[src/rtl/vram_arbiter.sv]
// rtl/vram_arbiter.sv - pixel RAM arbiter: display scan first, CPU requests queued in order
//
// Ports:
//   vga_clk, rst                    pixel clock, synchronous active-high reset
//   disp_rdn, disp_row, disp_col    display read request (active low) and its address
//   disp_data                       pixel to the VGA controller (copy of ram_rdata)
//   cpu_req, cpu_we, cpu_addr,      CPU request, pushed when cpu_req && cpu_ready
//   cpu_wdata, cpu_ready
//   cpu_rvalid, cpu_rdata           one-cycle read completion pulse and its data
//   fifo_count                      request FIFO occupancy
//   ram_addr, ram_we, ram_wdata,    pixel RAM port (asynchronous read, write at posedge)
//   ram_rdata
module vram_arbiter #(
    parameter int DEPTH = 4,
    parameter int AW    = 19,
    parameter int DW    = 8
) (
    input  logic                       vga_clk,
    input  logic                       rst,
    input  logic                       disp_rdn,
    input  logic [8:0]                 disp_row,
    input  logic [9:0]                 disp_col,
    output logic [DW-1:0]              disp_data,
    input  logic                       cpu_req,
    input  logic                       cpu_we,
    input  logic [AW-1:0]              cpu_addr,
    input  logic [DW-1:0]              cpu_wdata,
    output logic                       cpu_ready,
    output logic                       cpu_rvalid,
    output logic [DW-1:0]              cpu_rdata,
    output logic [$clog2(DEPTH):0]     fifo_count,
    output logic [AW-1:0]              ram_addr,
    output logic                       ram_we,
    output logic [DW-1:0]              ram_wdata,
    input  logic [DW-1:0]              ram_rdata
);

    localparam int PW = $clog2(DEPTH);
    localparam int CW = PW + 1;

    logic          q_we    [DEPTH];
    logic [AW-1:0] q_addr  [DEPTH];
    logic [DW-1:0] q_wdata [DEPTH];

    logic [PW-1:0] wr_ptr;
    logic [PW-1:0] rd_ptr;
    logic [CW-1:0] count;

    logic full;
    logic empty;
    logic push;
    logic pop;
    logic head_we;

    assign full    = (count == CW'(DEPTH));
    assign empty   = (count == '0);
    assign head_we = q_we[rd_ptr];

    // Readiness depends only on occupancy, so a pop in the same cycle
    // never opens room for a push into a full FIFO.
    assign cpu_ready = !rst && !full;
    assign push      = cpu_req && cpu_ready;

    // CPU slot: display idle and something queued. Gating with rst keeps
    // an in-service request from completing across a reset edge.
    assign pop = !rst && disp_rdn && !empty;

    assign disp_data  = ram_rdata;
    assign fifo_count = count;

    always_comb begin
        ram_addr  = AW'({disp_row, disp_col});
        ram_we    = 1'b0;
        ram_wdata = q_wdata[rd_ptr];
        if (pop) begin
            ram_addr = q_addr[rd_ptr];
            ram_we   = head_we;
        end
    end

    // Entry storage needs no reset: occupancy alone decides validity.
    always_ff @(posedge vga_clk) begin
        if (push) begin
            q_we[wr_ptr]    <= cpu_we;
            q_addr[wr_ptr]  <= cpu_addr;
            q_wdata[wr_ptr] <= cpu_wdata;
        end
    end

    always_ff @(posedge vga_clk) begin
        if (rst) begin
            wr_ptr     <= '0;
            rd_ptr     <= '0;
            count      <= '0;
            cpu_rvalid <= 1'b0;
            cpu_rdata  <= '0;
        end else begin
            if (push) begin
                wr_ptr <= wr_ptr + PW'(1);
            end
            if (pop) begin
                rd_ptr <= rd_ptr + PW'(1);
            end
            case ({push, pop})
                2'b10:   count <= count + CW'(1);
                2'b01:   count <= count - CW'(1);
                default: count <= count;
            endcase
            cpu_rvalid <= pop && !head_we;
            if (pop && !head_we) begin
                cpu_rdata <= ram_rdata;
            end
        end
    end

endmodule
[config.mk]
export PLATFORM = sky130hd
export DESIGN_NAME = vram_arbiter
export DESIGN_NICKNAME = d
export VERILOG_FILES = /design/src/rtl/vram_arbiter.sv
export SDC_FILE = /design/constraint.sdc
export NUM_CORES = 1
export LEC_CHECK = 0
export BUFFER_PORTS_ARGS = -buffer_cell sky130_fd_sc_hd__buf_2
export CORE_ASPECT_RATIO = 1.5
export CORE_MARGIN = 1.5
export CORE_UTILIZATION = 25
export CTS_BUF_LIST = sky130_fd_sc_hd__clkbuf_8 sky130_fd_sc_hd__clkbuf_16
export DETAILED_ROUTE_END_ITERATION = 12
export GPL_TIMING_DRIVEN = 0
export PLACE_DENSITY = 0.41
export SYNTH_ARGS = -nofsm -noshare
export SYNTH_HDL_FRONTEND = slang
export SYNTH_SLANG_ARGS = --single-unit
[constraint.sdc]
create_clock -name vga_clk -period 2.7 [get_ports vga_clk]
set_input_delay 0.27 -clock vga_clk [delete_from_list [all_inputs] [get_ports vga_clk]]
set_output_delay 0.27 -clock vga_clk [all_outputs]
set_load 0.005 [all_outputs]
* After elaboration in Yosys (flattened, before gate mapping)
Memories as Yosys holds them, arrays and structs flattened. A register that Yosys moved wholly into a read port is not among the register bits.
Cells that the tools add are included.
** Word-level totals
- Register bits :: 16
- RAM bits :: 112
- Bits of input ports :: 59
- Memories kept :: 3
** Operators by class
- Add/sub/neg operators :: 4
- Equal/unequal tests :: 3
- Mux-type cells :: 11
- Reductions and logical operators :: 11
** Memory list
- q_addr :: words 4, width 19, read ports 1, clocked after memory_dff 1, write ports 1, RTL line 42 : logic [AW-1:0] q_addr [DEPTH];
- q_wdata :: words 4, width 8, read ports 1, clocked after memory_dff 1, write ports 1, RTL line 43 : logic [DW-1:0] q_wdata [DEPTH];
- q_we :: words 4, width 1, read ports 1, clocked after memory_dff 1, write ports 1, RTL line 41 : logic q_we [DEPTH];
** Operator list (count)
- $mux 19 :: 1
- $mux 2 :: 6
- $pmux 3 s2 :: 1
- $logic_and 1x1->1 :: 5
- $add 2x1->2 const B :: 2
- $logic_not 1->1 :: 4
- $add 3x1->3 const B :: 1
- $eq 3x3->1 const B :: 1
- $logic_not 3->1 :: 1
- $mux 1 :: 3
- $sub 3x1->3 const B :: 1
- $eq 2x1->1 const B :: 1
- $eq 2x2->1 const B :: 1
- $reduce_bool 2->1 :: 1

* Logic depth before layout (Yosys ltp)
Gate-level depths: netlist of run 1.
- Depth after elaboration :: 6
- Gate-level depth with buffers :: 9
- Depth with buffers taken out :: 9

* Worst setup path after synthesis of run 1
Ideal clock, no wire load.
- Path kind :: flip-flop to flip-flop
- From :: register count[0], in the netlist fifo_count[0]
- To :: register count[2], in the netlist fifo_count[2]
- Library setup time :: 71 ps
- Arrival :: 2199 ps
- Data required time :: 2629 ps
- Path slack :: 430 ps
- Cell stages (with the launch flop) :: 10
- Path buffers :: 1
- Clock period less this slack :: 2270 ps
- Cells stage by stage :: dfxtp_1 > nor3_2 > nor2_1 > buf_1 > ha_1 > inv_1 > fa_1 > xor2_1 > or3_1 > a21oi_1
** On the way
- Cells in the longest elaborated chain, start to end :: 6
- Elaborated cells on any way between the ends :: 13
** RTL lines
- from (decl) :: RTL line 47 : logic [CW-1:0] count;
- from (signal assigned) :: RTL line 105 : 2'b10: count <= count + CW'(1);
- from (signal assigned) :: RTL line 106 : 2'b01: count <= count - CW'(1);
- from (signal assigned) :: RTL line 107 : default: count <= count;
- $eq 3x3->1 :: RTL line 55 : assign full = (count == CW'(DEPTH));
- $logic_not 1->1 :: RTL line 61 : assign cpu_ready = !rst && !full;
- $logic_and 1x1->1 :: RTL line 61
- $logic_and 1x1->1 :: RTL line 62 : assign push = cpu_req && cpu_ready;
- $eq 2x1->1 / $eq 2x2->1 (equally long branches) :: RTL line 104 : case ({push, pop})
- $pmux 3 s2 / $reduce_bool 2->1 (equally long branches)
Parallel ways exist; a longest one is shown, timed or not.
A chain may end at the register's enable or synchronous reset.

==> results of run 1 <==
## cells by family (layout without fill, tap and decap cells)
group | after synthesis | in the layout | synth area share (%)
xor gates and xnor gates | 2 | 2 | 0.3433
AOI/OAI and AO/OA | 15 | 15 | 2.305
muxes | 50 | 50 | 17.46
adders and majority gates | 6 | 6 | 1.618
buffers and inverters | 24 | 166 | 2.599
and+or+nand+nor | 23 | 23 | 2.721
DFF | 130 | 130 | 72.96
## metrics by stage
step / utilization (%) / TNS, ns / hold slack [ns] / instance area [µm²]
4_1_cts: 33.34 / 0 / 0.05279 / 6623
2_1_floorplan: - / 0 / 0.3689 / 5104
3_5_place_dp: 30.47 / -0.3733 / 0.4454 / 6052
3_3_place_gp: 30.03 / -61.84 / 0.4450 / 5964
6_report: 33.33 / 0 / 0.06839 / 6621
5_1_grt: 33.33 / 0 / 0.05352 / 6621
## worst register-to-register path, stage by stage (launching register included)
cell	delay, ns
dfxtp_1	0.44
nor3_2	0.13
nor2_1	0.13
buf_2	0.36
ha_1	0.26
inv_1	0.06
fa_1	0.37
xor2_1	0.16
or3_1	0.30
a21oi_1	0.14
## where the power goes
| part | internal, mW | switching [mW] | leakage (nW) |
|---|---|---|---|
| Sequential | 2.27 | 0.0281 | 1.16 |
| Clock | 1.27 | 0.872 | 0.269 |
| Combinational | 0.213 | 0.209 | 0.968 |
| Total | 3.75 | 1.11 | 2.40 |
## layout by cell type, fill, tap and decap left out, drive strengths merged, types with 2 or more instances in the layout
cell type / netlist / routed
nor3b: 2 / 2
a21oi: 4 / 4
mux2i: 2 / 2
edfxtp: 112 / 112
inv: 7 / 11
ha: 5 / 5
mux4: 28 / 28
o21ai: 2 / 2
or3: 3 / 3
clkinvlp: 0 / 3
mux2: 20 / 20
nand2: 2 / 2
dfxtp: 18 / 18
nor3: 2 / 2
clkinv: 0 / 7
buf: 13 / 121
a22o: 8 / 8
clkbuf: 4 / 23
xor2: 2 / 2
and2: 4 / 4
nor2: 6 / 6
## state kept, by name, summed over array words and instances (netlist names), named ones only
| name | flops |
|---|---|
| q_addr | 76 |
| fifo_count | 3 |
| q_we | 4 |
| cpu_rdata | 8 |
| cpu_rvalid | 1 |
| wr_ptr | 2 |
| rd_ptr | 2 |
| q_wdata | 32 |
## path summary, 6_finish.rpt
check                                    from             to  cells past startpoint
worst max register to register  fifo_count[0]  fifo_count[2]                      9
worst min-delay path             cpu_wdata[5]  q_wdata[0][5]                      1
worst min register to register      rd_ptr[1]      rd_ptr[1]                      1
worst max-delay path                     flop   ram_addr[17]                      5
## timing repair
item / in CTS / in global routing
resized for setup: 4 / 4
setup buffers: 0 / 0
endpoints found under the setup margin: 13 / 7
cloned: 0 / 0
hold buffers: 0 / 0
## area by class of cell
type | instances | area (µm²)
buffer | 17 | 115.1
clock buffer | 17 | 425.4
clock inverter | 15 | 135.1
fill | 1966 | 13240
inverter | 7 | 26.28
multi-input combinational | 96 | 1252
sequential | 130 | 3724
tap | 260 | 325.3
timing repair buffer | 110 | 618.1
## per-layer routing
metal	share of wire, %	routed length (µm)
met1	41	4512
met2	52	5754
met5	0	0
met3	4.7	513
met4	1.7	184
==> run metrics, run 1 <==
DRC=0; Avg WL per Cell=16.82 µm; Die ar.=roughly 0.021 mm²; part of the cycle the worst path needs=93.05%; site row count=63; CP Data Required Time=2.43 ns; initial antenna violation count=0; via count=~2700; post-synth top area cell=edfxtp_1; first-pass GRT wire length=between 15 and 20 mm; placed cells=just over 600; DR vias/cell=about 4.1; busiest grt layer=met2; initial DRC count=104; Synth top cells by count=edfxtp_1 (112), mux4_2 (24), mux2_2 (20), dfxtp_1 (18); Max stage delay on crit path=between 0.5 and 0.6 ns; Layout Cells excl Fill=roughly 650; die width=about 120 µm; ys async rst share=0%; worst-skew pair later-pin latency=about 0.41 ns; Antenna Nets Post-Route=0; Synth Cell Area=roughly 0.0051 mm²; pwr dens=approximately 730 mW/mm²; status=completed; CP max-delay cell=mux4_2; M2 GR Usage=between 10% and 20%; Setup crit start kind=flop; CTS Buf Count=17; top post-synthesis cells by area=edfxtp_1 (66%), mux4_2 (11%), dfxtp_1 (7.1%), mux2_2 (4.4%), mux4_1 (2.1%); crit-path cells=buf_6, clkbuf_4, mux4_2, mux2_2, buf_2; final clock skew=roughly 0.0054 ns; Synth Warn #=0; Final Worst Setup Slack=about 0.19 ns; Post-Syn Area per Cell=20.41 µm²; most frequent cell after synthesis=edfxtp_1; hold crit path type=in2reg; worst-path maximum fanout=10; H-tree levels=4; Final Setup Violations=0; Layout Nets=around 440; met3 GRT Util=~3.5%; met1 Track Usage GR=12.01%; cell count after synthesis=250; layout cell share with drive strength beyond 1=between 50% and 60%; Synth Flop Type=edfxtp_1; I/O Buffers=approximately 110; WL final=10.96 mm; Die Y=around 180 µm; area grow syn2layout=29.74%; clk sinks=between 100 and 150; Core ar.=around 0.020 mm²; Max Cap Violations=0; fin. max-slew vios=0; RSZ-0062 raised after global routing=false; total power=around 4.9 mW; Crit Path Category=reg2out; worst rel slew slack=a little over two fifths; Worst Setup End Kind=primary output; Buf/Inv on CP=3; post-synth top area share=between 60% and 70%; Longest Clk Path Bufs=2; fmax=398.0 MHz; final hold violations=0; delay-heaviest family, CP=multiplexers; GPL Wtd Cong=between 0.6 and 0.7; pre-CTS setup slack=-0.3111 ns; clk root buf=clkbuf_16; Arr. time, crit path=about 2.2 ns; Syn Nets=315; Max IR drop VDD=0.5214 mV; CTS tree=yes; flop2flop setup slack=~0.27 ns; TritonRoute pass-1 iters=4; Unique masters post-synth=31; largest net degree at the start of global routing=29; flops & latches, synth=130; # IOs=around 110; number of flops mapped to enable cells by yosys=between 100 and 150; Leakage=2.401 nW; overall global routing resource usage=between 10% and 20%; vias in the first global route=2855; Tightest Pin Transition=around 0.84 ns; minimum clock period=roughly 2.5 ns; post-DP HPWL=~7.3 mm; Initial Util=between 20% and 30%; GRT Residual Overflow=0; Clk pin slew, worst setup/hold paths=0.06 ns; Antenna diodes=0; Seq/Total Area, Yosys=approximately 73%
(Power assumes the default switching activity.)
==> inputs of run 2 (changes only) <==
- ABC_AREA: unset -> 1
==> run 2 against run 1 <==
Routed wire length increased by 26%. Sequential power about the same. Via count increased by 41%. Cell area increased by 5.1%. Core utilization decreased by 0.29 points. Die area increased by 5.2%. Fmax increased by 14%. Worst setup slack improved by 0.30 ns. Clock-buffer cell count unchanged. Largest cell class unchanged. Highest routed layer is now met5.
==> run metrics, run 2 <==
# resized after CTS=0 (-4); initial antenna violation count=1 (+1); Final Instance Area=0.006960 mm² (+5.1%); flops & latches, synth=130 (unchanged); DP Area=0.006380 mm² (+5.4%); overall global routing resource usage=12.79% (+1.9 points); commonest non-fill, non-tap cell in the layout=nand2_1; Regs by FF count=q_addr x76, q_wdata x32, cpu_rdata x8; post-DP HPWL=9.203 mm (+26%); M1 WL=5.732 mm (+27%); clk root buf=clkbuf_16; DRC=0 (unchanged); ys async rst share=0% (unchanged); # fillers=2107 (+7.2%); Final Setup Violations=0 (unchanged); flop2flop setup slack=0.57 ns (+0.30 ns); Antenna Nets Post-Route=0 (unchanged); hold crit path type=in2reg; cell count after synthesis=489 (+96%); I/O Buffers=107 (unchanged); first-pass GRT wire length=20.87 mm (+27%); Setup crit start kind=flop; pwr dens=718.4 mW/mm² (-2.1%); WL final=13.86 mm (+26%); fin. max-slew vios=0 (unchanged); Avg WL per Cell=15.38 µm (-8.5%); part of the cycle the worst path needs=81.88% (-11 points); worst-skew pair later-pin latency=0.41 ns (about the same); TritonRoute pass-1 iters=4 (unchanged); post-synth top area cell=edfxtp_1; worst-path maximum fanout=10 (unchanged); final hold violations=0 (unchanged); total power=5.000 mW (+2.9%); status=completed; post-synth top area share=62.56% (-3.3 points); Post-Syn Area per Cell=10.99 µm² (-46%); Post-CTS Setup Bufs=0 (unchanged); Unique masters post-synth=22 (-29%); Worst Setup End Kind=primary output; Longest Clk Path Bufs=2 (unchanged); Die ar.=0.02241 mm² (+5.2%); Max Cap Violations=0 (unchanged); most frequent cells in the layout=nand2_1 (147), buf_2 (117), edfxtp_1 (112); via count=3800 (+41%); Final Worst Setup Slack=0.4892 ns (+0.3016 ns); Core ar.=0.02106 mm² (+6.0%); Leakage=2.839 nW (+18%); final clock skew=0.01363 ns (+0.008226 ns); vias in the first global route=3734 (+31%); # IOs=108 (unchanged); fmax=452.3 MHz (+14%); pre-CTS setup slack=0.5236 ns (+0.8347 ns); initial DRC count=155 (+49%); Synth Cell Area=0.005376 mm² (+5.3%); H-tree levels=4 (unchanged); Synth Flop Type=edfxtp_1; Layout Cells excl Fill=901 (+38%); worst rel slew slack=56.14% (+12 points); number of flops mapped to enable cells by yosys=112 (unchanged); Syn Nets=554 (+76%); Biggest register=q_addr; layout cell share with drive strength beyond 1=28.64% (-24 points); Arr. time, crit path=1.94 ns (-0.30 ns); Met3 Routed Length=737 µm (+44%); clk sinks=130 (unchanged); RSZ-0062 raised after global routing=false; site row count=65 (+3.2%); CP Data Required Time=2.43 ns (about the same); placed cells=868 (+40%); Clk pin slew, worst setup/hold paths=0.06 ns (about the same); Synth Warn #=0 (unchanged); area grow syn2layout=29.46%; die width=122.7 µm (+2.6%); top post-synthesis cells by area=edfxtp_1 (63%), nand2_1 (10%), dfxtp_1 (6.7%), nand3_1 (6.4%), nor2_1 (2.7%); Synth top cells by count=nand2_1 (147), edfxtp_1 (112), nand3_1 (69), nor2_1 (38), inv_1 (25); GRT Residual Overflow=0 (unchanged); Crit Path Category=reg2out; metal2 WL=7.208 mm (+25%); GPL Wtd Cong=0.6955 (+7.8%); Layout Nets=684 (+54%); Max IR drop VDD=0.4032 mV (-23%); Seq/Total Area, Yosys=69.26% (-3.7 points); hold_buf cts=0 (unchanged); Die Y=182.6 µm (+2.6%); most frequent cell after synthesis=nand2_1; minimum clock period=2.211 ns (-0.3016 ns); largest net degree at the start of global routing=21 (-28%); DR vias/cell=4.218 (+1.8%); Top Layer Used=met5; Initial Util=25.52% (-0.17 points); CTS Buf Count=17 (unchanged); max reg flops=76 (unchanged); Tightest Pin Transition=0.6579 ns (-0.1823 ns); CTS tree=yes
==> run 2: cell count changes in the layout (fill, tap and decap cells not counted), sizes merged, moves of 20 or more <==
cell / before / now
mux2: 20 / 0
nor2: 6 / 40
nand2: 2 / 151
mux4: 28 / 0
inv: 11 / 37
nand3: 1 / 69
==> run 2: cell families after synthesis <==
group / count (synthesis) / share of synthesized area [%]
AO/OA/AOI/OAI: 32 / 3.165
adder cells (fa/ha/maj): 6 / 1.536
buffers and inverters: 60 / 5.539
flip-flops: 130 / 69.26
AND/OR/NAND/NOR: 261 / 20.50
==> run 2: report_power, final <==
| group | leakage, nW | switching (mW) | internal, mW |
|---|---|---|---|
| combinational | 1.39 | 0.297 | 0.188 |
| sequential | 1.16 | 0.0254 | 2.25 |
| clock | 0.288 | 0.878 | 1.37 |
==> run 2: through the flow <==
stage	setup TNS [ns]	hold slack, ns	util (%)
4_1_cts	0	0.05864	33.03
3_5_place_dp	0	0.4865	30.29
2_1_floorplan	0	0.3689	-
3_3_place_gp	-99.92	0.4818	29.66
6_report	0	0.07043	33.04
5_1_grt	0	0.05412	33.03
==> run 2: cell type report <==
class | instances | area [µm²] | share of cell area, %
Clock inverter | 15 | 152.6 | 2.193
Sequential cell | 130 | 3724 | 53.50
Tap cell | 268 | 335.3 | 4.818
Clock buffer | 17 | 425.4 | 6.112
Inverter | 30 | 112.6 | 1.618
Buffer | 30 | 185.2 | 2.660
Timing Repair Buffer | 111 | 638.1 | 9.168
Antenna cell | 1 | 2.502 | 0.03595
Multi-Input combinational cell | 299 | 1385 | 19.90
==> run 2: per-layer routing <==
layer	vias up	GRT usage [%]
met4	2	4.605
li1	1913	-
met5	-	0
met3	14	3.250
met2	105	22.33
met1	1766	14.93
==> run 2: final timing paths <==
path	from	endpoint	depth (start not counted)
max	flop	ram_addr[8]	6
min	cpu_wdata[7]	q_wdata[0][7]	1
max reg2reg	fifo_count[0]	q_addr[3][15]	5
min reg2reg	rd_ptr[1]	rd_ptr[1]	2
==> run 2: worst max-delay path, cell delays in order, from the launching register on <==
cell and delay (ns):
dfxtp_1 0.31, inv_2 0.19, buf_1 0.54, nand3_1 0.15, nand3_1 0.17, nand2_1 0.06
buf_2 0.12
